<file path="config.mk">
export PLATFORM = sky130hd
export DESIGN_NAME = hall_conditioner
export DESIGN_NICKNAME = d
export VERILOG_FILES = /design/src/rtl/hall_pkg.sv /design/src/rtl/hall_debounce.sv /design/src/rtl/hall_conditioner.sv
export SDC_FILE = /design/constraint.sdc
export NUM_CORES = 1
export LEC_CHECK = 0
export BUFFER_PORTS_ARGS = -buffer_cell sky130_fd_sc_hd__buf_2
export CAP_MARGIN = 25
export CORE_ASPECT_RATIO = 1.5
export CORE_MARGIN = 2
export CORE_UTILIZATION = 60
export CTS_BUF_LIST = sky130_fd_sc_hd__clkbuf_4 sky130_fd_sc_hd__clkbuf_8
export CTS_CLUSTER_DIAMETER = 30
export DETAILED_ROUTE_END_ITERATION = 16
export HOLD_SLACK_MARGIN = 0.15
export PLACE_DENSITY = 0.83
export SYNTH_ARGS = -nofsm -noshare
export SYNTH_HDL_FRONTEND = slang
export SYNTH_SLANG_ARGS = --single-unit
</file>
<file path="constraint.sdc">
create_clock -name clock -period 2.7 [get_ports clock]
set_input_delay 0.54 -clock clock [delete_from_list [all_inputs] [get_ports clock]]
set_output_delay 0.54 -clock clock [all_outputs]
set_load 0.005 [all_outputs]
</file>
<file path="src/rtl/hall_pkg.sv">
// Shared hall-sensor definitions: legal code constants, commutation order
// lookups and the default debounce length.
package hall_pkg;

  localparam int unsigned HALL_W           = 3;
  localparam int unsigned DEBOUNCE_DEFAULT = 16;

  typedef logic [HALL_W-1:0] hall_code_t;

  // Forward commutation order: A -> B -> C -> D -> E -> F -> A
  localparam hall_code_t HALL_A = 3'b001;
  localparam hall_code_t HALL_B = 3'b011;
  localparam hall_code_t HALL_C = 3'b010;
  localparam hall_code_t HALL_D = 3'b110;
  localparam hall_code_t HALL_E = 3'b100;
  localparam hall_code_t HALL_F = 3'b101;

  typedef enum logic {
    ST_UNLOCKED,
    ST_LOCKED
  } hall_state_t;

  function automatic logic is_legal(hall_code_t c);
    return (c != 3'b000) && (c != 3'b111);
  endfunction

  function automatic hall_code_t next_code(hall_code_t c);
    hall_code_t r;
    case (c)
      HALL_A:  r = HALL_B;
      HALL_B:  r = HALL_C;
      HALL_C:  r = HALL_D;
      HALL_D:  r = HALL_E;
      HALL_E:  r = HALL_F;
      HALL_F:  r = HALL_A;
      default: r = c;
    endcase
    return r;
  endfunction

  function automatic hall_code_t prev_code(hall_code_t c);
    hall_code_t r;
    case (c)
      HALL_A:  r = HALL_F;
      HALL_B:  r = HALL_A;
      HALL_C:  r = HALL_B;
      HALL_D:  r = HALL_C;
      HALL_E:  r = HALL_D;
      HALL_F:  r = HALL_E;
      default: r = c;
    endcase
    return r;
  endfunction

endpackage

</file>
<file path="src/rtl/hall_debounce.sv">
// Two-flop synchroniser followed by a stability filter. accept_c is high for
// exactly one clock when the synchronised code has been seen on
// DEBOUNCE_CYCLES consecutive edges; code holds that candidate.
module hall_debounce
  import hall_pkg::*;
#(
  parameter int unsigned DEBOUNCE_CYCLES = DEBOUNCE_DEFAULT
) (
  input  logic             clock,
  input  logic             reset_n,
  input  logic [2:0]       raw,
  output hall_code_t       code,
  output logic             accept_c
);

  localparam int unsigned CNT_W = 8;
  localparam logic [CNT_W-1:0] CNT_SAT   = CNT_W'(DEBOUNCE_CYCLES);
  localparam logic [CNT_W-1:0] ACCEPT_AT = CNT_W'(DEBOUNCE_CYCLES - 1);

  hall_code_t       sync1;
  hall_code_t       sync2;
  logic [CNT_W-1:0] cnt;

  // Synchronise, then count consecutive identical samples of sync2
  always_ff @(posedge clock or negedge reset_n) begin
    if (!reset_n) begin
      sync1 <= '0;
      sync2 <= '0;
      code  <= '0;
      cnt   <= '0;
    end else begin
      sync1 <= raw;
      sync2 <= sync1;
      if (sync2 != code) begin
        code <= sync2;
        cnt  <= CNT_W'(1);
      end else if (cnt < CNT_SAT) begin
        cnt <= cnt + CNT_W'(1);
      end
    end
  end

  // Fires on the edge that would record the final stable sample
  assign accept_c = (sync2 == code) && (cnt == ACCEPT_AT);

endmodule

</file>
<file path="src/rtl/hall_conditioner.sv">
// Hall sensor conditioner: debounce, legality/sequence checking, direction
// and commutation-period measurement.
// Optional feature: define HALL_SEQ_CHECK_EN to flag non-adjacent legal steps
// as faults instead of commutations.
module hall_conditioner
  import hall_pkg::*;
#(
  parameter int unsigned DEBOUNCE_CYCLES = DEBOUNCE_DEFAULT,
  parameter int unsigned PERIOD_WIDTH    = 16
) (
  input  logic                    clock,
  input  logic                    reset_n,
  input  logic [2:0]              hall_raw,
  input  logic                    fault_clr,
  output logic [2:0]              hall_out,
  output logic                    hall_valid,
  output logic                    commutate,
  output logic                    dir_measured,
  output logic [PERIOD_WIDTH-1:0] period,
  output logic                    period_valid,
  output logic                    stall,
  output logic                    hall_fault
);

  localparam logic [PERIOD_WIDTH-1:0] CNT_MAX = '1;

  hall_code_t              code;
  logic                    accept_c;
  hall_state_t             state_q, state_d;
  logic [PERIOD_WIDTH-1:0] cnt_q, cnt_d, cnt_inc;
  logic [2:0]              hall_out_d;
  logic                    valid_d, commutate_d, dir_d, period_valid_d;
  logic                    stall_d, fault_d;
  logic [PERIOD_WIDTH-1:0] period_d;
  logic                    step_fwd, step_rev, step_ok;

  hall_debounce #(
    .DEBOUNCE_CYCLES(DEBOUNCE_CYCLES)
  ) u_debounce (
    .clock    (clock),
    .reset_n  (reset_n),
    .raw      (hall_raw),
    .code     (code),
    .accept_c (accept_c)
  );

  assign step_fwd = (code == next_code(hall_out));
  assign step_rev = (code == prev_code(hall_out));
`ifdef HALL_SEQ_CHECK_EN
  assign step_ok  = step_fwd | step_rev;
`else
  assign step_ok  = 1'b1;
`endif

  assign cnt_inc = (cnt_q == CNT_MAX) ? cnt_q : cnt_q + PERIOD_WIDTH'(1);

  // State register plus all registered outputs
  always_ff @(posedge clock or negedge reset_n) begin
    if (!reset_n) begin
      state_q      <= ST_UNLOCKED;
      cnt_q        <= '0;
      hall_out     <= '0;
      hall_valid   <= 1'b0;
      commutate    <= 1'b0;
      dir_measured <= 1'b0;
      period       <= '0;
      period_valid <= 1'b0;
      stall        <= 1'b0;
      hall_fault   <= 1'b0;
    end else begin
      state_q      <= state_d;
      cnt_q        <= cnt_d;
      hall_out     <= hall_out_d;
      hall_valid   <= valid_d;
      commutate    <= commutate_d;
      dir_measured <= dir_d;
      period       <= period_d;
      period_valid <= period_valid_d;
      stall        <= stall_d;
      hall_fault   <= fault_d;
    end
  end

  // Next state and output decode on each accepted code
  always_comb begin
    state_d        = state_q;
    cnt_d          = cnt_inc;
    hall_out_d     = hall_out;
    valid_d        = hall_valid;
    commutate_d    = 1'b0;
    dir_d          = dir_measured;
    period_d       = period;
    period_valid_d = 1'b0;
    fault_d        = hall_fault & ~fault_clr;

    if (accept_c) begin
      if (!is_legal(code)) begin
        state_d = ST_UNLOCKED;
        valid_d = 1'b0;
        fault_d = 1'b1;
      end else if (state_q == ST_UNLOCKED) begin
        state_d    = ST_LOCKED;
        hall_out_d = code;
        valid_d    = 1'b1;
        cnt_d      = '0;
      end else if (code != hall_out) begin
        hall_out_d = code;
        cnt_d      = '0;
        if (step_ok) begin
          commutate_d    = 1'b1;
          period_valid_d = 1'b1;
          period_d       = cnt_inc;
          if (step_fwd) begin
            dir_d = 1'b0;
          end else if (step_rev) begin
            dir_d = 1'b1;
          end
        end else begin
          fault_d = 1'b1;
        end
      end
    end

    stall_d = (cnt_d == CNT_MAX);
  end

endmodule

</file>
Word level (Yosys, flattened, before mapping)
Index checks and enable logic that the tools add are counted.
- flip-flop bits (word level): 58
- $lt $le $gt $ge: 1
- reduce and logical (&&, ||, !) cells: 9
- equality and inequality tests: 17
- $add $sub $neg: 2
- bitwise logic cells: 2
- multiplexer cells: 22
- operators with widths (cell ; number):
    $mux W16 ; 5
    $pmux W3 S6 ; 2
    $eq A16 B16 Y1 const B ; 2
    $add A16 B1 Y16 const B ; 1
    $mux W8 ; 2
    $mux W1 ; 11
    $eq A3 B3 Y1 ; 3
    $eq A3 B3 Y1 const B ; 3
    $add A8 B1 Y8 const B ; 1
    $eq A8 B4 Y1 const B ; 1
    $lt A8 B5 Y1 const B ; 1
    $eq A3 B2 Y1 const B ; 2
    $mux W3 ; 2
    $ne A3 B3 Y1 ; 2
    $reduce_and A5 Y1 ; 1
    $reduce_and A4 Y1 ; 1
    $reduce_bool A2 Y1 ; 2
    $eq A3 B1 Y1 const B ; 1
    $ne A3 B3 Y1 const B ; 1
    $reduce_and A3 Y1 ; 1
    $reduce_bool A3 Y1 ; 1
    $logic_and A1 B1 Y1 ; 2
    $ne A2 B1 Y1 const B ; 1
    $ne A2 B2 Y1 const B ; 1
    3 further kinds ; 3

Longest topological paths before layout
Gate-level depths: netlist of run 1.
- depth after elaboration: 7
- depth in mapped cells: 7

By module
Synthesis of run 1 repeated with hierarchy kept, for this count alone.
- cells, all modules: 261
- area, all modules: 2715.1 um^2
- by module, submodules not included (module ; cells an instance ; times used ; area an instance (um^2)):
    hall_conditioner ; 213 ; 1 ; 2107.0
    hall_debounce ; 48 ; 1 ; 608.1

Worst setup path before layout of run 1
No wires, ideal clock.
- path kind: register to register
- from: reg cnt_q[0]
- to: reg stall
- buffers on the path: 0
- period minus slack after synthesis: 2.132 ns
- slack: 0.568 ns
- arrival time: 2.037 ns
- data required time: 2.604 ns
- cell stages (with the launch flop): 7
- cell sequence: dfrtp_1 > ha_1 > nand3_2 > nor4_4 > o22ai_2 > a2111o_1 > nor4_2
- cells in the longest elaborated chain, start to end: 7
- elaborated cells between the ends (all ways): 8
- those cells by class: add/sub (1); eq/ne (2); mux (5)
- ends and longest elaborated chain (element ; line ; RTL):
    from (decl) ; hall_conditioner.sv:30 ; logic [PERIOD_WIDTH-1:0] cnt_q, cnt_d, cnt_inc;
    from (signal assigned) ; hall_conditioner.sv:72 ; cnt_q <= cnt_d;
    $add A16 B1 Y16 / $eq A16 B16 Y1 (equally long branches) ; hall_conditioner.sv:55 ; assign cnt_inc = (cnt_q == CNT_MAX) ? cnt_q : cnt_q + PERIOD_WIDTH'(1);
    $mux W16 (*) ; hall_conditioner.sv:55 ;
    $mux W16 ; hall_conditioner.sv:106 ; end else if (code != hall_out) begin
    $mux W16 ; hall_conditioner.sv:101 ; end else if (state_q == ST_UNLOCKED) begin
    $mux W16 ; hall_conditioner.sv:97 ; if (!is_legal(code)) begin
    $mux W16 (*) ; hall_conditioner.sv:96 ; if (accept_c) begin
    $eq A16 B16 Y1 (*) ; hall_conditioner.sv:124 ; stall_d = (cnt_d == CNT_MAX);
    named net stall_d ; hall_conditioner.sv:33 ; logic stall_d, fault_d;
    to (signal assigned) ; hall_conditioner.sv:79 ; stall <= stall_d;
    to (decl) ; hall_conditioner.sv:21 ; output logic stall,
Mark *: on every way through the listed nets, which the timed path passes. The rest lies on a longest branch.
A chain may end at the register's enable or synchronous reset.

Worst setup path in the final report of run 1
Ends and elaborated chain as after synthesis.

==> summary.md, run 1 <==
| Metric | Value |
|---|---|
| Design Power | `1.62 mW` |
| Synth area leader | `dfrtp_1` |
| Synth Instances | `272` |
| Critical path, cell by cell | `ha_1 -> nand3_2 -> nor3_1 -> mux2i_1 -> or3b_2 -> nor4_2` |
| Worst Path Buf+Inv | `0` |
| Unrepaired setup endpoints after global routing | `no` |
| First-pass GRT wire length | `8770 um` |
| Core Footprint | `0.00447 mm^2` |
| Fin. max-slew vios | `0` |
| Comb power frac | `3.1%` |
| Post-route cell area | `0.00309 mm^2` |
| Post-Syn Area per Cell | `10.1 um^2` |
| Die W | `59.3 um` |
| Root Driver | `clkbuf_8` |
| Pint | `1.25 mW` |
| Syn_nets | `280` |
| I/O Buffers | `30` |
| CP max stage cell | `or3b_2` |
| Final Setup Violations | `0` |
| Number of flops mapped to enable cells by yosys | `0` |
| DIE AREA | `0.00516 mm^2` |
| Pleak | `1.47 nW` |
| Top cells by area, synth | `dfrtp_1 (53%), nand2_1 (4.2%), xnor2_1 (4.1%)` |
| Std-Cell Rows | `30` |
| Die Y | `87.0 um` |
| Commonest cells in the netlist | `dfrtp_1 (58), nand2_1 (31), nor2_1 (25)` |
| Final GP Congestion | `0.953` |
| Nets | `307` |
| Share of cells above drive strength 1 | `21.1%` |
| Setup ws final | `0.543 ns` |
| Hold Vio Cnt, Final | `0` |
| Setup bufs post-CTS | `0` |
| Io pins | `31` |
| Clk sink count | `58` |
| Drt via density | `5.83` |
| H-Tree Depth | `3` |
| Synth Warn # | `0` |
| Clock share of power | `41.9%` |
| CP delay by family, top | `simple AND/OR/NAND/NOR gates` |
| Synth top area share | `52.7%` |
| Worst slew margin relative to its limit | `65.9%` |
| Grt total ovfl | `0` |
| Clk pin slew, worst setup/hold paths | `0.07 ns` |
| Async set-reset flop share out of synthesis | `100%` |
| Largest net degree at the start of global routing | `34` |
| Routed wire length | `5340 um` |
| Path type of the worst setup path | `reg -> reg` |
| First-pass DRT Iterations | `4` |
| DR iter-0 viols | `102` |
| Final worst path period share | `79.9%` |
| CTS Hold Bufs | `0` |
| Yosys cell types | `46` |
| Area of the multi-input gates | `0.00120 mm^2` |
| Clk buf depth | `2` |
| Setup TNS | `0 ns` |
| Total CTS buffers | `9` |
| Synthesized flop and latch total | `58` |
| Switching share of total power | `23.2%` |
| FF+latch area | `0.00145 mm^2` |
| Crit Path Max Fanout | `7` |
| CP required | `2.94 ns` |
| Arr. time, crit path | `2.39 ns` |
| Crit. End Element | `register` |
| Initial antenna violation count | `0` |
| Seq/Total Area, Yosys | `52.7%` |
| CP peak stage delay | `0.51 ns` |
| Area delta synth->final | `12.1%` |
| # DRC | `0` |
| Synth Cell Area | `0.00275 mm^2` |
| Placement-stage cell area | `0.00292 mm^2` |
| Cell with the most instances after synthesis | `dfrtp_1` |
| Post_cts resized | `0` |
| Fillers | `329` |
| Pwr per Cell Area | `526 mW/mm^2` |
| Detailed Place HPWL | `3810 um` |
| Sequential power share | `55.0%` |
| Clock skew | `0.00904 ns` |
| Tmin final | `2.16 ns` |
| Worst min path class | `in -> async` |
| Psw | `0.377 mW` |
| Max-cap violations | `0` |
| Vias in the first global route | `1923` |
| VDD IR max | `0.381 mV` |
| N_diodes | `0` |
| Initial Util | `61.6%` |
| Vias | `2052` |
| Worst-Skew Late Latency | `0.33 ns` |
| Dominant synthesized flop cell | `dfrtp_1` |
| Antenna viol nets, final | `0` |
| CP Launch Type | `register` |
| Worst-Margin Slew | `0.511 ns` |
| Status | `finished clean` |
| Overall Global Routing Usage | `23.2%` |
| Critical Path Source | `cnt_q[0]` |
| CTS tree | `done` |
| Fmax | `0.464 GHz` |
| Critical R2R Launch | `cnt_q[0]` |
| Avg WL per Cell | `15.2 um` |
| Pre-CTS setup slack | `0.536 ns` |
[routing by layer]
layer  vias to the layer above  part of all wire (%)  track usage [%]
li1                       1018                     -                -
met1                       977                    42             26.7
met2                        44                    53             39.0
met3                        13                   3.2             7.28
met4                         0                   2.3             9.92
met5                         -                     0                0
[layout by cell type (no fill, tap or decap), drive strengths merged, types with 2 or more instances in the layout]
| master | instances |
|---|---|
| xor2 | 5 |
| clkbuf | 10 |
| a21o | 2 |
| and4 | 5 |
| nand2b | 2 |
| mux2i | 5 |
| nand4 | 12 |
| nor3 | 13 |
| nor4bb | 4 |
| nand2 | 31 |
| clkinv | 5 |
| xnor2 | 13 |
| buf | 35 |
| dfrtp | 58 |
| mux2 | 3 |
| and2 | 3 |
| inv | 4 |
| nor2 | 25 |
| a21oi | 5 |
| o21ai | 22 |
| nor4 | 5 |
| o22ai | 4 |
| and3 | 9 |
| ha | 2 |
| nand3 | 9 |
[layout make-up]
cell class / instances / area share (%)
Clock inverter: 6 / 1.05
Timing Repair Buffer: 35 / 6.08
Sequential cell: 58 / 47.0
Inverter: 4 / 0.487
Tap cell: 48 / 1.95
Multi-Input combinational cell: 191 / 38.9
Clock buffer: 10 / 4.46
[worst paths after layout]
| path | to | slack, ns | depth (start not counted) |
|---|---|---|---|
| worst max register to register | stall | 0.54 | 6 |
| worst max-delay path | stall | 0.54 | 6 |
| min in group clock | u_debounce.sync1[0] | 0.31 | 1 |
| worst min register to register | u_debounce.sync2[2] | 0.35 | 0 |
| worst min-delay path | u_debounce.sync2[0] | 0.19 | 2 |
| max in group asynchronous | cnt_q[3] | 2.16 | 2 |
[sequential cells by signal, indices dropped and copies added, names as in the netlist, 3 cells and up]
register,flops
u_debounce.sync1,3
u_debounce.sync2,3
u_debounce.code,3
u_debounce.cnt,8
hall_out,3
period,16
cnt_q,16
[logic make-up (layout without fill, tap and decap cells)]
family	Yosys count	in the layout	share of synthesized area, %
fa+ha+maj	2	2	0.909
xor+xnor	18	18	5.73
simple gates	120	120	24.1
mux	8	8	3.05
buf+inv	23	55	3.64
flops	58	58	52.7
compound gates	43	43	9.82
[power groups by stage]
stage                     Clock, mW  Sequential [mW]  Combinational [mW]
after global routing          0.735            0.893              0.0575
after global placement            0            0.907              0.0498
after detailed placement          0            0.908              0.0511
after CTS                     0.692            0.892              0.0521
after floorplan                   0            0.901              0.0307
final                         0.680            0.892              0.0503
[metrics by stage]
| stage | hold WS (ns) | std cells | utilization, % |
|---|---|---|---|
| global placement | 0.337 | 336 | 65.3 |
| global route | 0.208 | 352 | 69.1 |
| finish | 0.193 | 352 | 69.1 |
| CTS | 0.191 | 352 | 69.1 |
| detailed placement | 0.338 | 336 | 65.3 |
| floorplan | 0.244 | 272 | - |
No activity file was read; power rests on OpenSTA's default activity.
==> run 2, diff against run 1 <==
clock period = 2.25 ns   (was 2.7 ns; I/O delays follow)
==> run 2 against run 1 <==
Effect of this change:
- clock skew about the same
- non-clock buffer count rose by 6
- highest routed layer unchanged
- utilization up 2.9 points
- combinational power up 37%
- total power up 36%
- first-iteration DRC count up 50%
- sequential power is 20% higher
- via count rose by 4.9%
- global-route usage increased by 2.5 points
- sequential share of layout area is 1.8 points lower
- fmax shrank 0.30%
==> summary.md, run 2 (synthesis results as in run 1) <==
| Metric | Value |
|---|---|
| Status | `finished clean` |
| CP peak stage delay | `0.46 ns` |
| Worst-Margin Slew | `0.554 ns` |
| Routed wire length | `5820 um` |
| Nets | `313` |
| Setup bufs post-CTS | `0` |
| Area delta synth->final | `16.7%` |
| DR iter-0 viols | `153` |
| CP required | `2.47 ns` |
| Root Driver | `clkbuf_8` |
| Initial antenna violation count | `0` |
| I/O Buffers | `30` |
| Vias in the first global route | `2128` |
| Pwr per Cell Area | `686 mW/mm^2` |
| Worst slew margin relative to its limit | `63.1%` |
| Hold Vio Cnt, Final | `0` |
| Clock skew | `0.00920 ns` |
| Fmax | `0.462 GHz` |
| Final Setup Violations | `0` |
| Worst Path Buf+Inv | `0` |
| CTS tree | `done` |
| Overall Global Routing Usage | `25.7%` |
| Crit. End Element | `register` |
| Clock share of power | `48.5%` |
| Drt via density | `6.01` |
| # DRC | `0` |
| Worst min path class | `in -> reg` |
| Die W | `59.3 um` |
| Final worst path period share | `96.2%` |
| Placement-stage cell area | `0.00297 mm^2` |
| Core Footprint | `0.00447 mm^2` |
| Vias | `2153` |
| Die Y | `87.0 um` |
| Largest registers | `cnt_q (16), period (16), u_debounce.cnt (8)` |
| First-pass GRT wire length | `9690 um` |
| Pint | `1.74 mW` |
| Clk buf depth | `2` |
| CP dominant cell by count | `nand4_1` |
| Avg WL per Cell | `16.2 um` |
| Tmin final | `2.16 ns` |
| Most frequent cells in the layout | `dfrtp_1 (57), nand2_1 (31), buf_2 (30), nor2_1 (25), o21ai_0 (22)` |
| Crit Path Max Fanout | `7` |
| Grt total ovfl | `0` |
| CP max stage cell | `dfrtp_1` |
| Antenna viol nets, final | `0` |
| Clk pin slew, worst setup/hold paths | `0.06 ns` |
| Total CTS buffers | `9` |
| Final Util | `71.9%` |
| Detailed Place HPWL | `4160 um` |
| Largest net degree at the start of global routing | `33` |
| Clk sink count | `58` |
| Setup ws final | `0.0865 ns` |
| Final GP Congestion | `0.982` |
| Sequential power share | `48.4%` |
| Post-route cell area | `0.00321 mm^2` |
| Comb power frac | `3.1%` |
| Pleak | `1.52 nW` |
| VDD IR max | `0.631 mV` |
| Commonest non-fill, non-tap cell in the layout | `dfrtp_1` |
| Min Hold Slack | `0.222 ns` |
| Max-cap violations | `0` |
| Worst-Skew Late Latency | `0.33 ns` |
| CP Launch Type | `register` |
| Path type of the worst setup path | `reg -> reg` |
| Share of cells above drive strength 1 | `23.5%` |
| N_diodes | `0` |
| First-pass DRT Iterations | `4` |
| Std-Cell Rows | `30` |
| Fin. max-slew vios | `0` |
| DIE AREA | `0.00516 mm^2` |
| Switching share of total power | `21.0%` |
| Psw | `0.464 mW` |
| Arr. time, crit path | `2.39 ns` |
| Pre-CTS setup slack | `0.102 ns` |
| CP delay by family, top | `simple AND/OR/NAND/NOR gates` |
| Setup TNS | `0 ns` |
| H-Tree Depth | `3` |
| Critical path, cell by cell | `nand4_1 -> nor3_1 -> nand4_1 -> a2111o_1 -> nor4_2` |
| Io pins | `31` |
| Initial Util | `61.6%` |
## run 2: changes by cell type in the layout (fill, tap and decap cells not counted), sizes merged
cell         delta
buf             +5
bufinv          +2
clkbuf          +1
clkinv          -3
dlygate4sd3     +1
## run 2: metal layers
metal / part of all wire (%) / up-vias / routed length [um] / GRT usage, %
li1: - / 1030 / - / -
met1: 39 / 1034 / 2290 / 29.9
met2: 53 / 66 / 3070 / 41.9
met3: 3.5 / 23 / 205 / 5.79
met4: 4.3 / 0 / 248 / 15.9
met5: 0 / - / 0 / 0
## run 2: cell type report
type	instances	area, um^2
timing repair buffer	41	248
clock buffer	11	145
fill	330	1250
clock inverter	5	77.6
tap	48	60.1
sequential	58	1450
inverter	4	15.0
multi-input combinational	191	1210
## run 2: per-stage QoR
stage / std cells / power [mW]
final: 358 / 2.21
after global routing: 358 / 2.27
after CTS: 358 / 2.21
after detailed placement: 341 / 1.15
after global placement: 341 / 1.15
after floorplan: 272 / 1.12
## run 2: path summary, 6_finish.rpt
kind	start	endpoint	slack [ns]	depth (start not counted)
max	cnt_q[9]	stall	0.09	5
min in group asynchronous	reset_n	u_debounce.sync2[0]	0.64	2
max reg2reg	cnt_q[9]	stall	0.09	5
max in group asynchronous	reset_n	period[3]	0.91	3
min reg2reg	u_debounce.sync1[1]	u_debounce.sync2[1]	0.35	0
min	hall_raw[2]	u_debounce.sync1[2]	0.22	1
## run 2: repair_timing
item                                    in CTS  in global routing
endpoints found under the setup margin       0                  1
hold buffers                                 1                  0
resized for setup                            0                  4
endpoints found under the hold margin       23                  0
## run 2: worst reg2reg max path: stages, from the launching register on
cell and delay, ns:
dfrtp_1 0.46, nand4_1 0.27, nor3_1 0.44, nand4_1 0.15, a2111o_1 0.45, nor4_2 0.29
## run 2: power by group through the flow
stage               sequential (mW)  clock (mW)  combinational, mW
floorplan                      1.08           0             0.0368
CTS                            1.07        1.08             0.0694
global placement               1.09           0             0.0653
global route                   1.07        1.13             0.0784
finish                         1.07        1.07             0.0691
detailed placement             1.09           0             0.0676
==> run 3, diff against run 2 <==
MAX_ROUTING_LAYER = met4   (was unset)
==> run 3 against run 2 <==
Effect of this change:
- register-to-register slack improved by 0.06 ns
- worst hold slack got worse by 0.015 ns
- clock-buffer cell count fell by 2
- combinational power rose by 2%
- sequential cell count did not move
- sequential share of layout area rose by 0.17 points
==> summary.md, run 3 (synthesis results as in run 1) <==
| Metric | Value |
|---|---|
| Status | `finished clean` |
| First-pass DRT Iterations | `4` |
| Post-route cell area | `0.00320 mm^2` |
| Vias | `2166` |
| WP depth | `6` |
| Std-Cell Rows | `30` |
| Worst min path class | `in -> reg` |
| Antenna viol nets, final | `0` |
| Critical path, cell by cell | `ha_2 -> nand3_2 -> nor4_4 -> o22ai_2 -> a2111o_1 -> nor4_2` |
| Io pins | `31` |
| Largest registers | `cnt_q (16), period (16), u_debounce.cnt (8)` |
| FF+latch area | `0.00145 mm^2` |
| Commonest non-fill, non-tap cell in the layout | `dfrtp_1` |
| Pleak | `1.51 nW` |
| Crit. End Element | `register` |
| DR iter-0 viols | `124` |
| WL met2 | `3030 um` |
| Tmin final | `2.11 ns` |
| Final GP Congestion | `1.00` |
| Placement-stage cell area | `0.00298 mm^2` |
| Largest net degree at the start of global routing | `34` |
| Final worst path period share | `93.6%` |
| Final Setup Violations | `0` |
| R2r endpoint | `stall` |
| Max Used Layer | `met4` |
| CP required | `2.50 ns` |
| CP peak stage delay | `0.45 ns` |
| Fmax | `0.475 GHz` |
| Metal-1 WL | `2190 um` |
| CP Launch Type | `register` |
| CP delay by family, top | `simple AND/OR/NAND/NOR gates` |
| CTS tree | `done` |
| Avg WL per Cell | `15.7 um` |
| Clk pin slew, worst setup/hold paths | `0.07 ns` |
| Setup TNS | `0 ns` |
| Hold Vio Cnt, Final | `0` |
| Die Y | `87.0 um` |
| I/O Buffers | `30` |
| Area delta synth->final | `16.2%` |
| Initial antenna violation count | `0` |
| Area of the multi-input gates | `0.00121 mm^2` |
| Worst-Margin Slew | `0.412 ns` |
| R2R Setup Slk | `0.14 ns` |
| VDD IR max | `0.411 mV` |
| Fin. max-slew vios | `0` |
| H-Tree Depth | `3` |
| Met3 WL | `218 um` |
| Initial Util | `61.6%` |
| Nets | `315` |
| N_diodes | `0` |
| Worst-Skew Late Latency | `0.34 ns` |
| # DRC | `0` |
| Arr. time, crit path | `2.35 ns` |
| Grt total ovfl | `0` |
| CP max stage cell | `dfrtp_1` |
| Worst slew margin relative to its limit | `72.5%` |
| Core Footprint | `0.00447 mm^2` |
| Crit Path Max Fanout | `7` |
| Critical R2R Launch | `cnt_q[0]` |
| Worst Path Buf+Inv | `0` |
| Overall Global Routing Usage | `26.3%` |
| Root Driver | `clkbuf_8` |
| Pwr per Cell Area | `645 mW/mm^2` |
| Detailed Place HPWL | `4050 um` |
| DIE AREA | `0.00516 mm^2` |
| Most frequent cells in the layout | `dfrtp_1 (58), nand2_1 (31), buf_2 (30), nor2_1 (25), o21ai_0 (22)` |
| Clk sink count | `58` |
| Cells on worst reg2reg path | `6` |
| Total CTS buffers | `9` |
| Fillers | `340` |
| Drt via density | `6.02` |
| First-pass GRT wire length | `9640 um` |
| Critical Path Source | `cnt_q[0]` |
| Share of cells above drive strength 1 | `23.7%` |
| Path type of the worst setup path | `reg -> reg` |
| Routed wire length | `5630 um` |
| Vias in the first global route | `2095` |
| Max-cap violations | `0` |
| Die W | `59.3 um` |
| Clk buf depth | `2` |
| Clock skew | `0.00862 ns` |
| Crit path to | `stall` |
| Unrepaired setup endpoints after global routing | `no` |
## run 3: cell types whose count changed in the layout (fill, tap and decap cells not counted), sizes merged
cell | previous run | this run
clkinvlp | 1 | 4
buf | 40 | 42
clkbuf | 11 | 9
bufinv | 2 | 1
## run 3: per-stage QoR
step	utilization [%]	cells	hold slack [ns]	power [mW]	setup slack [ns]
after detailed placement	66.7	343	0.338	1.16	0.141
after global placement	66.7	343	0.338	1.15	0.214
after CTS	71.3	360	0.192	2.08	0.117
after global routing	71.6	360	0.200	2.14	0.0114
final	71.6	360	0.207	2.06	0.145
after floorplan	-	272	0.154	1.12	0.118
## run 3: power by group
group	total [mW]	internal, mW	switching, mW	leakage (nW)
registers	1.07	1.05	0.0126	0.770
clock network	0.925	0.505	0.419	0.0873
logic	0.0707	0.0266	0.0441	0.648
total	2.06	1.59	0.476	1.51
## run 3: what timing repair did
item                       in CTS  in global routing
hold buffers                    1                  0
hold endpoints to repair       37                  0
gates resized for setup         0                  3
buffers inserted                0                  0
setup endpoints to repair       0                  1
## run 3: worst reg2reg max path: cells and delay by family (launching register included)
kind / cells / cell delay [ns]
and+or+nand+nor: 3 / 0.79
AOI/OAI and AO/OA: 2 / 0.51
adders and majority gates: 1 / 0.26
DFF: 1 / 0.45
## run 3: worst min path at each step
| stage | cells after the start | startpoint | endpoint | slack (ns) |
|---|---|---|---|---|
| 3_5_place_dp | 0 | u_debounce.sync1[1] | u_debounce.sync2[1] | 0.34 |
| 6_report | 1 | hall_raw[2] | u_debounce.sync1[2] | 0.21 |
| 5_1_grt | 1 | hall_raw[2] | u_debounce.sync1[2] | 0.20 |
| 2_1_floorplan | 0 | reset_n | cnt_q[0] | 0.15 |
| 4_1_cts | 1 | hall_raw[2] | u_debounce.sync1[2] | 0.19 |
| 3_3_place_gp | 0 | u_debounce.sync1[1] | u_debounce.sync2[1] | 0.34 |
## run 3: cell type report
class,instances,area share [%]
clock buffer,9,3.87
clock inverter,7,2.19
inverter,4,0.469
multi-input combinational,191,38.0
sequential,58,45.4
tap,48,1.88
timing repair buffer,43,8.22
## run 3: per-layer routing
metal / vias up / track usage (%)
li1: 1030 / -
met1: 1056 / 28.8
met2: 58 / 41.9
met3: 22 / 6.09
met4: 0 / 17.4
met5: - / -
